===== src/rtl/tinker_pkg.sv =====
// Shared widths, reset PC and the fetch-queue entry layout for the tinker_core front end.
package tinker_pkg;
  localparam int INST_W = 32;
  localparam int ADDR_W = 64;
  localparam logic [ADDR_W-1:0] RESET_PC_DEFAULT = 64'h2000;

  typedef struct packed {
    logic [ADDR_W-1:0] pc;
    logic [INST_W-1:0] inst;
  } fq_entry_t;

  function automatic logic [ADDR_W-1:0] word_align(input logic [ADDR_W-1:0] a);
    return {a[ADDR_W-1:2], 2'b00};
  endfunction
endpackage


===== src/rtl/tinker_sync_fifo.sv =====
// Synchronous FIFO with clear; head is read straight from the storage registers (no bypass).
module tinker_sync_fifo #(
  parameter int WIDTH = 8,
  parameter int DEPTH = 4,
  localparam int PW = $clog2(DEPTH),
  localparam int CW = $clog2(DEPTH + 1)
) (
  input  logic             clk,
  input  logic             reset,
  input  logic             clear,
  input  logic             push,
  input  logic [WIDTH-1:0] push_data,
  input  logic             pop,
  output logic [WIDTH-1:0] head_data,
  output logic             head_valid,
  output logic [CW-1:0]    count
);
  logic [WIDTH-1:0] mem_q [DEPTH];
  logic [PW-1:0]    wr_ptr_q, wr_ptr_d, rd_ptr_q, rd_ptr_d;
  logic [CW-1:0]    count_q, count_d;
  logic             do_push, do_pop;

  assign do_pop  = pop && (count_q != '0);
  // A full queue may still accept a push when the head leaves in the same cycle.
  assign do_push = push && ((count_q != CW'(DEPTH)) || do_pop);

  always_comb begin
    wr_ptr_d = wr_ptr_q;
    rd_ptr_d = rd_ptr_q;
    count_d  = count_q + CW'(do_push) - CW'(do_pop);
    if (do_push) wr_ptr_d = wr_ptr_q + PW'(1);
    if (do_pop)  rd_ptr_d = rd_ptr_q + PW'(1);
  end

  always_ff @(posedge clk) begin
    if (reset || clear) begin
      wr_ptr_q <= '0;
      rd_ptr_q <= '0;
      count_q  <= '0;
    end else begin
      wr_ptr_q <= wr_ptr_d;
      rd_ptr_q <= rd_ptr_d;
      count_q  <= count_d;
    end
  end

  always_ff @(posedge clk) begin
    if (do_push && !reset && !clear) mem_q[wr_ptr_q] <= push_data;
  end

  assign head_data  = mem_q[rd_ptr_q];
  assign head_valid = (count_q != '0);
  assign count      = count_q;
endmodule


===== src/rtl/tinker_fetch_queue.sv =====
// Instruction fetch front end: issues word reads, queues {pc, inst} for decode, and
// flushes on redirect while dropping responses that belong to the old fetch stream.
module tinker_fetch_queue
  import tinker_pkg::*;
#(
  parameter int                DEPTH           = 4,
  parameter int                MAX_OUTSTANDING = 2,
  parameter logic [ADDR_W-1:0] RESET_PC        = RESET_PC_DEFAULT
) (
  input  logic              clk,
  input  logic              reset,
  input  logic              redirect_valid,
  input  logic [ADDR_W-1:0] redirect_pc,
  output logic              imem_req,
  output logic [ADDR_W-1:0] imem_addr,
  input  logic              imem_ready,
  input  logic              imem_rvalid,
  input  logic [INST_W-1:0] imem_rdata,
  output logic              inst_valid,
  input  logic              inst_ready,
  output logic [INST_W-1:0] inst_data,
  output logic [ADDR_W-1:0] inst_pc,
  output logic              flushed
);
  localparam int CW = $clog2(DEPTH + 1);
  localparam int OW = $clog2(MAX_OUTSTANDING + 1);
  localparam int SW = CW + OW;

  logic [ADDR_W-1:0] fetch_pc_q, fetch_pc_d, resp_pc_q, resp_pc_d;
  logic [OW-1:0]     outstanding_q, outstanding_d, discard_q, discard_d;
  logic              flushed_q;
  logic [CW-1:0]     fifo_count;
  logic              issue, resp, keep, pop, head_valid;
  fq_entry_t         push_entry, head_entry;

  // Every slot already promised to an in-flight read counts against the queue depth.
  assign imem_req = !reset && !redirect_valid
                 && ((SW'(fifo_count) + SW'(outstanding_q)) < SW'(DEPTH))
                 && (outstanding_q < OW'(MAX_OUTSTANDING));
  assign issue    = imem_req && imem_ready;
  assign resp     = imem_rvalid && (outstanding_q != '0);
  assign keep     = resp && (discard_q == '0) && !redirect_valid;
  assign pop      = head_valid && inst_ready;

  always_comb begin
    fetch_pc_d    = fetch_pc_q;
    resp_pc_d     = resp_pc_q;
    outstanding_d = outstanding_q + OW'(issue) - OW'(resp);
    discard_d     = discard_q;
    if (redirect_valid) begin
      fetch_pc_d = word_align(redirect_pc);
      resp_pc_d  = word_align(redirect_pc);
      // Discards are a subset of outstanding reads, so after a flush every read still
      // in flight is stale; this also keeps back-to-back redirects from double counting.
      discard_d  = outstanding_q - OW'(resp);
    end else begin
      if (issue) fetch_pc_d = fetch_pc_q + 64'd4;
      if (keep)  resp_pc_d  = resp_pc_q + 64'd4;
      if (resp && (discard_q != '0)) discard_d = discard_q - OW'(1);
    end
  end

  always_ff @(posedge clk) begin
    if (reset) begin
      fetch_pc_q    <= RESET_PC;
      resp_pc_q     <= RESET_PC;
      outstanding_q <= '0;
      discard_q     <= '0;
      flushed_q     <= 1'b0;
    end else begin
      fetch_pc_q    <= fetch_pc_d;
      resp_pc_q     <= resp_pc_d;
      outstanding_q <= outstanding_d;
      discard_q     <= discard_d;
      flushed_q     <= redirect_valid;
    end
  end

  assign push_entry.pc   = resp_pc_q;
  assign push_entry.inst = imem_rdata;

  tinker_sync_fifo #(
    .WIDTH ($bits(fq_entry_t)),
    .DEPTH (DEPTH)
  ) fetch_fifo (
    .clk        (clk),
    .reset      (reset),
    .clear      (redirect_valid),
    .push       (keep),
    .push_data  (push_entry),
    .pop        (pop),
    .head_data  (head_entry),
    .head_valid (head_valid),
    .count      (fifo_count)
  );

  assign imem_addr  = fetch_pc_q;
  assign inst_valid = head_valid;
  assign inst_data  = head_entry.inst;
  assign inst_pc    = head_entry.pc;
  assign flushed    = flushed_q;
endmodule


===== config.mk =====
export PLATFORM = sky130hd
export DESIGN_NAME = tinker_fetch_queue
export DESIGN_NICKNAME = d
export VERILOG_FILES = /design/src/rtl/tinker_pkg.sv /design/src/rtl/tinker_sync_fifo.sv /design/src/rtl/tinker_fetch_queue.sv
export SDC_FILE = /design/constraint.sdc
export NUM_CORES = 1
export LEC_CHECK = 0
export BUFFER_PORTS_ARGS = -buffer_cell sky130_fd_sc_hd__buf_2
export CORE_ASPECT_RATIO = 1.25
export CORE_MARGIN = 2
export CORE_UTILIZATION = 60
export CTS_CLUSTER_DIAMETER = 120
export DETAILED_ROUTE_END_ITERATION = 12
export PLACE_DENSITY = 0.82
export SLEW_MARGIN = 0
export SYNTH_ARGS = -nofsm -noshare
export SYNTH_HDL_FRONTEND = slang
export SYNTH_SLANG_ARGS = --single-unit

===== constraint.sdc =====
create_clock -name clk -period 10.5 [get_ports clk]
set_input_delay 2.1 -clock clk [delete_from_list [all_inputs] [get_ports clk]]
set_output_delay 2.1 -clock clk [all_outputs]
set_load 0.01 [all_outputs]

==> results of run 1 <==
[registers in the layout, summed over array words and instances, names as in the netlist, named ones only]
signal,flops
fetch_fifo.wr_ptr_q,2
fetch_fifo.count,3
imem_addr,62
fetch_fifo.rd_ptr_q,2
resp_pc_q,62
outstanding_q,2
discard_q,2
fetch_fifo.mem_q,376
flushed,1
[synthesized netlist by cell type, types with 8 or more instances]
master,count,area share (%)
a211oi_1,23,0.81
a21boi_0,11,0.39
a21oi_1,56,1.3
a31oi_1,16,0.47
and2_1,25,0.73
and3_1,33,0.97
and4_1,14,0.57
buf_1,21,0.37
clkbuf_1,53,0.93
dfxtp_1,138,13
edfxtp_1,376,53
ha_1,13,0.76
inv_1,25,0.44
mux2i_1,12,0.56
mux4_2,94,9.9
nand2_1,98,1.7
nand3_1,62,1.5
nand4_1,44,1.3
nor2_1,89,1.6
nor3_1,28,0.66
nor4_1,22,0.64
nor4b_1,8,0.33
o21ai_0,40,0.94
or3_1,8,0.23
xnor2_1,49,2.0
xor2_1,38,1.6
[routing by layer]
layer	routed length (um)	share of wire (%)	GRT usage, %
met5	13	0.026	0
met1	20100	40	37.7
met3	4440	8.9	4.58
met4	1430	2.9	8.36
met2	23700	48	43.2
[logic make-up (layout without fill, tap and decap cells)]
family / Yosys count / in the layout / share of synthesized area (%)
AND/OR/NAND/NOR: 456 / 456 / 11.2
buffers and inverters: 107 / 381 / 1.97
AO/OA/AOI/OAI: 201 / 201 / 6.03
adder cells (fa/ha/maj): 14 / 14 / 0.855
other: 1 / 4 / 0.0176
multiplexers: 109 / 109 / 10.6
XOR/XNOR: 87 / 87 / 3.57
flip-flops: 514 / 514 / 65.8
[per-stage QoR]
stage	total power, mW	setup slack (ns)
6_report	4.22	5.07
3_5_place_dp	2.63	5.10
5_1_grt	4.35	4.82
4_1_cts	4.24	4.97
3_3_place_gp	2.61	5.10
2_1_floorplan	2.50	4.99
[worst max-delay path, stage by stage]
cell	delay, ns
buf_2	0.09
buf_4	0.35
nor4_1	0.39
and3b_1	0.24
buf_2	0.14
[cells in the final DEF, fill, tap and decap left out, types with 5 or more instances in the layout]
| master | n |
|---|---|
| edfxtp_1 | 376 |
| buf_2 | 258 |
| dfxtp_1 | 136 |
| nand2_1 | 98 |
| mux4_2 | 94 |
| nor2_1 | 88 |
| nand3_1 | 62 |
| a21oi_1 | 56 |
| xnor2_1 | 49 |
| clkbuf_16 | 49 |
| nand4_1 | 44 |
| o21ai_0 | 40 |
| xor2_1 | 38 |
| and3_1 | 33 |
| nor3_1 | 28 |
| inv_1 | 24 |
| a211oi_1 | 23 |
| nor4_1 | 22 |
| and2_1 | 21 |
| a31oi_1 | 16 |
| and4_1 | 14 |
| ha_1 | 13 |
| buf_4 | 13 |
| mux2i_1 | 12 |
| a21boi_0 | 11 |
| clkinv_2 | 10 |
| clkinv_1 | 9 |
| or3_1 | 8 |
| nor4b_1 | 8 |
| clkbuf_1 | 7 |
| o22ai_1 | 6 |
| o21bai_1 | 5 |
| or4_1 | 5 |
| o311ai_0 | 5 |
| a221oi_1 | 5 |
[how the worst min path moves through the flow]
stage	depth (start not counted)	end	slack [ns]
finish	2	imem_addr[31]	0.53
global route	2	imem_addr[3]	0.56
CTS	2	imem_addr[31]	0.53
detailed placement	1	imem_addr[63]	0.52
global placement	2	imem_addr[31]	0.51
floorplan	0	fetch_fifo.mem_q[0][95]	0.48
[power by group through the flow]
stage,Combinational [mW],Sequential [mW],Clock (mW)
after detailed placement,0.274,2.35,0
after global routing,0.301,2.32,1.73
after floorplan,0.168,2.33,0
after CTS,0.277,2.31,1.65
after global placement,0.267,2.35,0
final,0.277,2.31,1.63
[area by class of cell]
cell class	instances	area, um^2
Clock inverter	29	223
Inverter	25	93.8
Multi-Input combinational cell	871	6910
Timing Repair Buffer	271	1390
Sequential cell	514	14100
Tap cell	474	593
Clock buffer	56	1250
Fill cell	2432	10700
==> flow_metrics.env, run 1 <==
export IMPL_first_pass_iters=5
export IMPL_cts_resized=0
export IMPL_numClockSinks=514
export IMPL_drv_slew=0
export IMPL_hold_start="imem_addr[31]"
export IMPL_drc=0
export IMPL_synthCells=1489
export IMPL_vias_per_cell=6.22
export IMPL_p_sw_share_pct=22.3
export IMPL_slew_headroom_pct=23.3
export IMPL_clkPwrFrac_pct=38.7
export IMPL_power_switching_mw=0.943
export IMPL_ios=265
export IMPL_fin_crit_sh_pct=51.7
export IMPL_r2r_cells=6
export IMPL_reg2reg_from="discard_q[0]"
export IMPL_fp_row_count=77
export IMPL_synth_distinct_cells=66
export IMPL_path_max_fanout=70
export IMPL_grt_pass1_vias=13600
export IMPL_status="finished, final reports clean"
export IMPL_drtAntennaViolNets=0
export IMPL_die_w_um=173
export IMPL_fmax_mhz=184
export IMPL_die_area_um2=37100
export IMPL_nets=1847
export IMPL_finClkSkew_ns=0.0242
export IMPL_place_gp_congestion=0.935
export IMPL_tightest_slew_ns=1.14
export IMPL_start_kind="primary input"
export IMPL_hold_class="flip-flop to flip-flop"
export IMPL_p_per_area_nw_per_um2=172
export IMPL_place_area_um2=23100
export IMPL_start_util_pct=60.6
export IMPL_overflow=0
export IMPL_syn_avg_cell_area_um2=14.3
export IMPL_ir_worst_vdd_v=0.000117
export IMPL_cp_data_required_time_ns=8.40
export IMPL_post_place_cells=2155
export IMPL_layoutNonFillerInstCount=2240
export IMPL_synth_edf_count=376
export IMPL_critPathLaunch="redirect_valid"
export IMPL_htreeDepth=2
export IMPL_synth_area_um2=21400
export IMPL_cts_clk_slew_worst_paths_ns=0.06
export IMPL_p_leak_nw=8.41
export IMPL_postLayoutCellArea_um2=24500
export IMPL_insertedDiodeCount=0
export IMPL_layout_min_cycle_time_ns=5.43
export IMPL_yosysSeqAreaShare_pct=65.8
export IMPL_area_growth_pct=14.8
export IMPL_synth_seq_cells=514
export IMPL_p_int_mw=3.28
export IMPL_pwr_share_seq_pct=54.8
export IMPL_die_y_um=215
export IMPL_rsz0062_at_grt="false"
export IMPL_vias=13900
export IMPL_hold_ws_ns=0.531
export IMPL_ff2ff_setup_slack_ns=7.20
export IMPL_cts_tree="done"
export IMPL_wl_per_cell_um=22.2
export IMPL_wl_um=49700
export IMPL_fin_tns_setup_ns=0
export IMPL_synth_warnings=0
export IMPL_layout_drive_gt1_share_pct=25.7
export IMPL_crit_type="primary input to output port"
export IMPL_track_usage_pct=26.7
export IMPL_core_area_um2=35300
export IMPL_cts_buffers=48
export IMPL_antenna_found_initial=1
export IMPL_combPwrFrac_pct=6.6
export IMPL_r2r_end="fetch_fifo.mem_q[0][15]"
export IMPL_hpwlAfterDp_um=32000
export IMPL_max_cap_violations=0
export IMPL_grt_pass1_wl_um=77300
export IMPL_clkLatencyLatePin_ns=0.56
export IMPL_place_port_buffers=258
export IMPL_arrival_ns=3.33
export IMPL_post_cts_buffers=0
export IMPL_setup_violations=0
export IMPL_drtIter0Drc=1278
export IMPL_end_kind="output port"
export IMPL_final_hold_viol_count=0
export IMPL_root_buffer="clkbuf_16"
export IMPL_worstSetupEndpoint="imem_req"
export IMPL_clockBufferDepth=3
export IMPL_fin_util_pct=69.6
export IMPL_hold_buffers=0
export IMPL_grt_max_degree=71
export IMPL_async_flop_share_pct=0
export IMPL_ys_flop_type="edfxtp_1"
Note: power is estimated with default switching activity, not from simulation.
==> run 2: changes to the inputs <==
ABC_AREA = 1   (was not set)
CORE_UTILIZATION = 53   (was 60)
PLACE_DENSITY = 0.76   (was 0.82)
clock period = 4.7 ns   (was 10.5 ns; I/O delays follow)
==> run 2 against run 1 <==
Largest cell class unchanged. Register-to-register slack got worse by 5.4 ns. Total power rose by 130%. Cell count rose by 53%. Combinational power rose to 3.1 times the previous value. Count of clock-buffer cells in the layout rose by 2. Highest routed layer is now met4. Non-clock buffer count rose by 8. Largest power group unchanged. First-iteration DRC count rose by 39%. Cell area rose by 9.2%.
==> flow_metrics.env, run 2 <==
export IMPL_status="finished, final reports clean"
export IMPL_ff2ff_setup_slack_ns=1.84
export IMPL_layout_min_cycle_time_ns=3.84
export IMPL_drtIter0Drc=1776
export IMPL_synth_area_leaders="edfxtp_1 (48%), dfxtp_1 (12%), nand2_1 (8.8%)"
export IMPL_crit_type="flip-flop to output port"
export IMPL_rsz0062_at_grt="false"
export IMPL_root_buffer="clkbuf_16"
export IMPL_ios=265
export IMPL_numClockSinks=514
export IMPL_synth_compound_area_share_pct=12.3
export IMPL_critPathSlowestCell="buf_4"
export IMPL_ir_worst_vdd_v=0.000241
export IMPL_drc=0
export IMPL_area_growth_pct=14.1
export IMPL_grt_pass1_wl_um=102000
export IMPL_final_hold_viol_count=0
export IMPL_synth_distinct_cells=40
export IMPL_synth_seq_cells=514
export IMPL_crit_buf_inv=4
export IMPL_insertedDiodeCount=0
export IMPL_overflow=0
export IMPL_antenna_found_initial=0
export IMPL_cp_data_required_time_ns=3.76
export IMPL_vias_per_cell=5.71
export IMPL_drtAntennaViolNets=0
export IMPL_place_port_buffers=258
export IMPL_place_gp_congestion=1.07
export IMPL_p_per_area_nw_per_um2=370
export IMPL_reg2reg_from="outstanding_q[1]"
export IMPL_start_util_pct=53.4
export IMPL_final_common_cell="nand2_1"
export IMPL_synth_area_um2=23500
export IMPL_die_y_um=239
export IMPL_synth_adder_area_share_pct=0.779
export IMPL_p_leak_nw=9.78
export IMPL_synthMuxAreaShare_pct=0
export IMPL_tightest_slew_ns=1.12
export IMPL_drv_slew=0
export IMPL_cp_common_cell="buf_4"
export IMPL_grt_max_degree=189
export IMPL_yosysTopAreaCell="edfxtp_1"
export IMPL_first_pass_iters=5
export IMPL_syn_avg_cell_area_um2=9.05
export IMPL_layout_drive_gt1_share_pct=13.2
export IMPL_hpwlAfterDp_um=45500
export IMPL_multi_input_area_um2=8250
export IMPL_yosysMostFrequentCell="nand2_1"
export IMPL_max_cap_violations=0
export IMPL_nets=2930
export IMPL_wl_um=67400
export IMPL_post_cts_buffers=0
export IMPL_largest_register="fetch_fifo.mem_q"
export IMPL_grt_pass1_vias=18800
export IMPL_core_area_um2=43900
export IMPL_hold_buffers=0
export IMPL_htreeDepth=2
export IMPL_fin_crit_sh_pct=81.8
export IMPL_clockBufferDepth=3
export IMPL_cts_buffers=48
export IMPL_cts_tree="done"
export IMPL_setup_violations=0
export IMPL_synth_xor_area_share_pct=1.90
export IMPL_finalPower_mw=9.90
export IMPL_wl_per_cell_um=19.7
export IMPL_cts_clk_slew_worst_paths_ns=0.06
export IMPL_ys_top_cells_by_count="nand2_1 (551), nor2_1 (491), edfxtp_1 (376), o21ai_0 (305), inv_1 (179)"
export IMPL_async_flop_share_pct=0
export IMPL_slew_headroom_pct=25.1
export IMPL_synth_warnings=0
export IMPL_track_usage_pct=29.1
export IMPL_fp_row_count=86
export IMPL_fmax_mhz=260
export IMPL_crit_family="buffers and inverters"
export IMPL_finClkSkew_ns=0.0244
export IMPL_ys_flop_type="edfxtp_1"
export IMPL_hold_class="flip-flop to flip-flop"
export IMPL_hold_start="fetch_fifo.rd_ptr_q[1]"
export IMPL_end_kind="output port"
export IMPL_cts_resized=0
export IMPL_cp_slowest_stage_delay_ns=0.58
export IMPL_start_kind="flip-flop"
export IMPL_largest_reg_flops=376
export IMPL_die_area_um2=46000
export IMPL_final_cell_mix="nand2_1 (551), nor2_1 (487), edfxtp_1 (376)"
export IMPL_synthCells=2593
export IMPL_clkLatencyLatePin_ns=0.58
export IMPL_fill_cells=3773
export IMPL_arrival_ns=2.90
export IMPL_seq_area_um2=14100
export IMPL_fin_util_pct=61.0
export IMPL_synth_edf_count=376
export IMPL_synth_top_area_share_pct=48.1
export IMPL_path_max_fanout=75
export IMPL_path_cells="inv_4, buf_4, buf_4, o21ai_0, o22ai_1, buf_2"
export IMPL_synth_top_family_by_area="simple AND/OR/NAND/NOR gates"
export IMPL_yosys_area_share_simple_pct=20.0
export IMPL_die_w_um=192
export IMPL_yosysSeqAreaShare_pct=59.9
export IMPL_vias=19600
## run 2: changes by cell type after synthesis, moves of 33 or more
cell	before	now
inv_1	25	179
o21ai_0	40	305
and3_1	33	0
nor2_1	89	491
nand2_1	98	551
mux4_2	94	0
o22ai_1	6	94
a21oi_1	56	115
## run 2: worst paths after layout
| kind | to | depth (start not counted) |
|---|---|---|
| worst max register to register | fetch_fifo.mem_q[1][82] | 6 |
| worst min register to register | flip-flop | 2 |
| worst min-delay path | flip-flop | 2 |
| worst max-delay path | inst_pc[43] | 6 |
## run 2: cell type report
type                    instances  share of cell area, %
repair buffers                279                   5.65
flip-flops and latches        514                   52.5
clock buffers                  58                   4.86
clock inverters                30                  0.893
multi-input cells            1788                   30.8
inverters                     183                   2.60
well taps                     572                   2.67
## run 2: report_power, final
group	internal, mW	total (mW)	leakage (nW)	switching (mW)
clock network	2.14	3.83	0.750	1.69
registers	5.02	5.21	4.57	0.192
logic	0.286	0.859	4.47	0.573
## run 2: worst register-to-register path: stages (launching register included)
cell,delay (ns)
dfxtp_1,0.44
o21a_1,0.23
nand2_1,0.21
a211oi_2,0.37
nand2_1,0.32
nor2_4,0.46
buf_12,0.38
## run 2: per-stage QoR
| step | setup WS [ns] | setup TNS, ns | area (um^2) | cells | hold WS [ns] |
|---|---|---|---|---|---|
| after floorplan | -1.47 | -551.56 | 23500 | 2596 | 0.436 |
| after global placement | 1.09 | 0 | 25200 | 3336 | 0.447 |
| after detailed placement | 1.01 | 0 | 25200 | 3336 | 0.456 |
| after CTS | 0.851 | 0 | 26800 | 3424 | 0.466 |
| after global routing | 0.747 | 0 | 26800 | 3424 | 0.495 |
| final | 0.856 | 0 | 26800 | 3424 | 0.463 |
## run 2: logic make-up (layout without fill, tap and decap cells)
kind of cell,Yosys count,count (layout)
adder cells (fa/ha/maj),14,14
AO/OA/AOI/OAI,542,542
AND/OR/NAND/NOR,1177,1177
XOR/XNOR,51,51
flip-flops,514,514
other,1,4
buffers and inverters,294,550
## run 2: routing by layer
metal  part of all wire [%]  GRT usage (%)
met5                      0              0
met4                    7.0           18.8
met3                    7.7           4.15
met2                     47           47.5
met1                     38           36.1
==> run 3: changes to the inputs <==
CORE_UTILIZATION = 59   (was 53)
PLACE_DENSITY = 0.8   (was 0.76)
clock period = 3.6 ns   (was 4.7 ns; I/O delays follow)
==> run 3 against run 2 <==
Count of clock-buffer cells in the layout is 1 lower. Cell area grew 0.36%. Largest power group unchanged. Critical path type unchanged. Clock skew about the same. Critical path depth down 1. Total power up 33%. Clock power increased by 37%. Sequential power up 31%.
==> flow_metrics.env, run 3 (synthesis gave the netlist of run 2 again) <==
export IMPL_drtAntennaViolNets=0
export IMPL_place_gp_congestion=0.978
export IMPL_die_area_um2=41400
export IMPL_grt_max_degree=189
export IMPL_layout_drive_gt1_share_pct=13.5
export IMPL_wl_um=69000
export IMPL_vias=19800
export IMPL_hold_class="primary input to flip-flop"
export IMPL_die_w_um=182
export IMPL_antenna_found_initial=1
export IMPL_worstSetupEndpoint="inst_data[22]"
export IMPL_grt_pass1_wl_um=105000
export IMPL_die_y_um=227
export IMPL_final_hold_viol_count=0
export IMPL_fin_crit_sh_pct=93.0
export IMPL_cp_common_cell="buf_4"
export IMPL_first_pass_iters=5
export IMPL_arrival_ns=2.63
export IMPL_numClockSinks=514
export IMPL_cp_slowest_stage_delay_ns=0.51
export IMPL_critPathSlowestCell="buf_4"
export IMPL_reg2reg_from="outstanding_q[1]"
export IMPL_setup_violations=0
export IMPL_start_kind="flip-flop"
export IMPL_hold_start="imem_rdata[29]"
export IMPL_p_per_area_nw_per_um2=491
export IMPL_cts_tree="done"
export IMPL_grt_pass1_vias=19500
export IMPL_cp_data_required_time_ns=2.88
export IMPL_crit_type="flip-flop to output port"
export IMPL_fp_row_count=81
export IMPL_final_cell_mix="nand2_1 (551), nor2_1 (487), edfxtp_1 (376)"
export IMPL_area_growth_pct=14.5
export IMPL_end_kind="output port"
export IMPL_fmax_mhz=299
export IMPL_cts_resized=0
export IMPL_largest_reg_flops=376
export IMPL_wl_per_cell_um=20.5
export IMPL_post_cts_buffers=0
export IMPL_root_buffer="clkbuf_16"
export IMPL_drc=0
export IMPL_clkLatencyLatePin_ns=0.59
export IMPL_htreeDepth=2
export IMPL_overflow=0
export IMPL_final_common_cell="nand2_1"
export IMPL_drtIter0Drc=1995
export IMPL_ir_worst_vdd_v=0.000389
export IMPL_slew_headroom_pct=24.0
export IMPL_path_cells="buf_4, buf_4, o21ai_0, o22ai_1, buf_2"
export IMPL_hpwlAfterDp_um=47200
export IMPL_rsz0062_at_grt="false"
export IMPL_cts_buffers=48
export IMPL_vias_per_cell=5.91
export IMPL_r2r_cells=6
export IMPL_hold_buffers=0
export IMPL_place_port_buffers=258
export IMPL_ff2ff_setup_slack_ns=0.74
export IMPL_ios=265
export IMPL_hold_ws_ns=0.367
export IMPL_clockBufferDepth=3
export IMPL_track_usage_pct=33.1
export IMPL_path_max_fanout=55
export IMPL_layout_min_cycle_time_ns=3.35
export IMPL_p_leak_nw=9.88
export IMPL_tightest_slew_ns=1.14
export IMPL_layoutNonFillerInstCount=3357
export IMPL_status="finished, final reports clean"
export IMPL_max_cap_violations=0
export IMPL_nets=2935
export IMPL_largest_register="fetch_fifo.mem_q"
export IMPL_finClkSkew_ns=0.0239
export IMPL_start_util_pct=59.8
export IMPL_drv_slew=0
export IMPL_post_place_cells=3267
export IMPL_cts_clk_slew_worst_paths_ns=0.06
export IMPL_core_area_um2=39200
export IMPL_r2r_end="fetch_fifo.mem_q[0][89]"
==> run 3: critical path: cells and delay by family (launching register included) <==
kind	cells	cell delay [ns]
AO/OA/AOI/OAI	2	0.46
buffers and inverters	3	1.18
flip-flops	1	0.36
==> run 3: worst min-delay path by stage <==
stage,end,cells after the start
after floorplan,flip-flop,2
after global placement,flip-flop,2
after detailed placement,flip-flop,1
after CTS,fetch_fifo.mem_q[0][29],1
after global routing,fetch_fifo.mem_q[0][28],1
final,fetch_fifo.mem_q[1][29],1
==> run 3: cell type report <==
| class | instances | area (um^2) |
|---|---|---|
| inverter | 183 | 696 |
| tap | 498 | 623 |
| sequential | 514 | 14100 |
| timing repair buffer | 284 | 1630 |
| fill | 3041 | 12400 |
| multi-input combinational | 1788 | 8250 |
| clock buffer | 57 | 1280 |
| clock inverter | 31 | 329 |
| antenna | 2 | 5.00 |
==> run 3: where the power goes <==
part	internal, mW	leakage (nW)	switching (mW)
combinational	0.386	4.51	0.754
sequential	6.55	4.57	0.258
clock	2.99	0.805	2.25
total	9.93	9.88	3.26
==> run 3: metrics by stage <==
step | cell area [um^2] | util (%) | total power [mW] | setup WS [ns] | TNS (ns)
after floorplan | 23500 | - | 7.55 | -0.818 | -307.50
after global placement | 25300 | 64.4 | 7.99 | 0.574 | 0
after detailed placement | 25300 | 64.4 | 8.05 | 0.456 | 0
after CTS | 26900 | 68.5 | 13.2 | 0.254 | 0
after global routing | 26900 | 68.5 | 13.6 | 0.184 | 0
final | 26900 | 68.5 | 13.2 | 0.252 | 0
==> run 3: layer usage <==
metal  GRT usage, %  wire (um)
met5              0          0
met4           21.6       4790
met1           40.3      25500
met2           55.4      32800
met3           5.07       5880
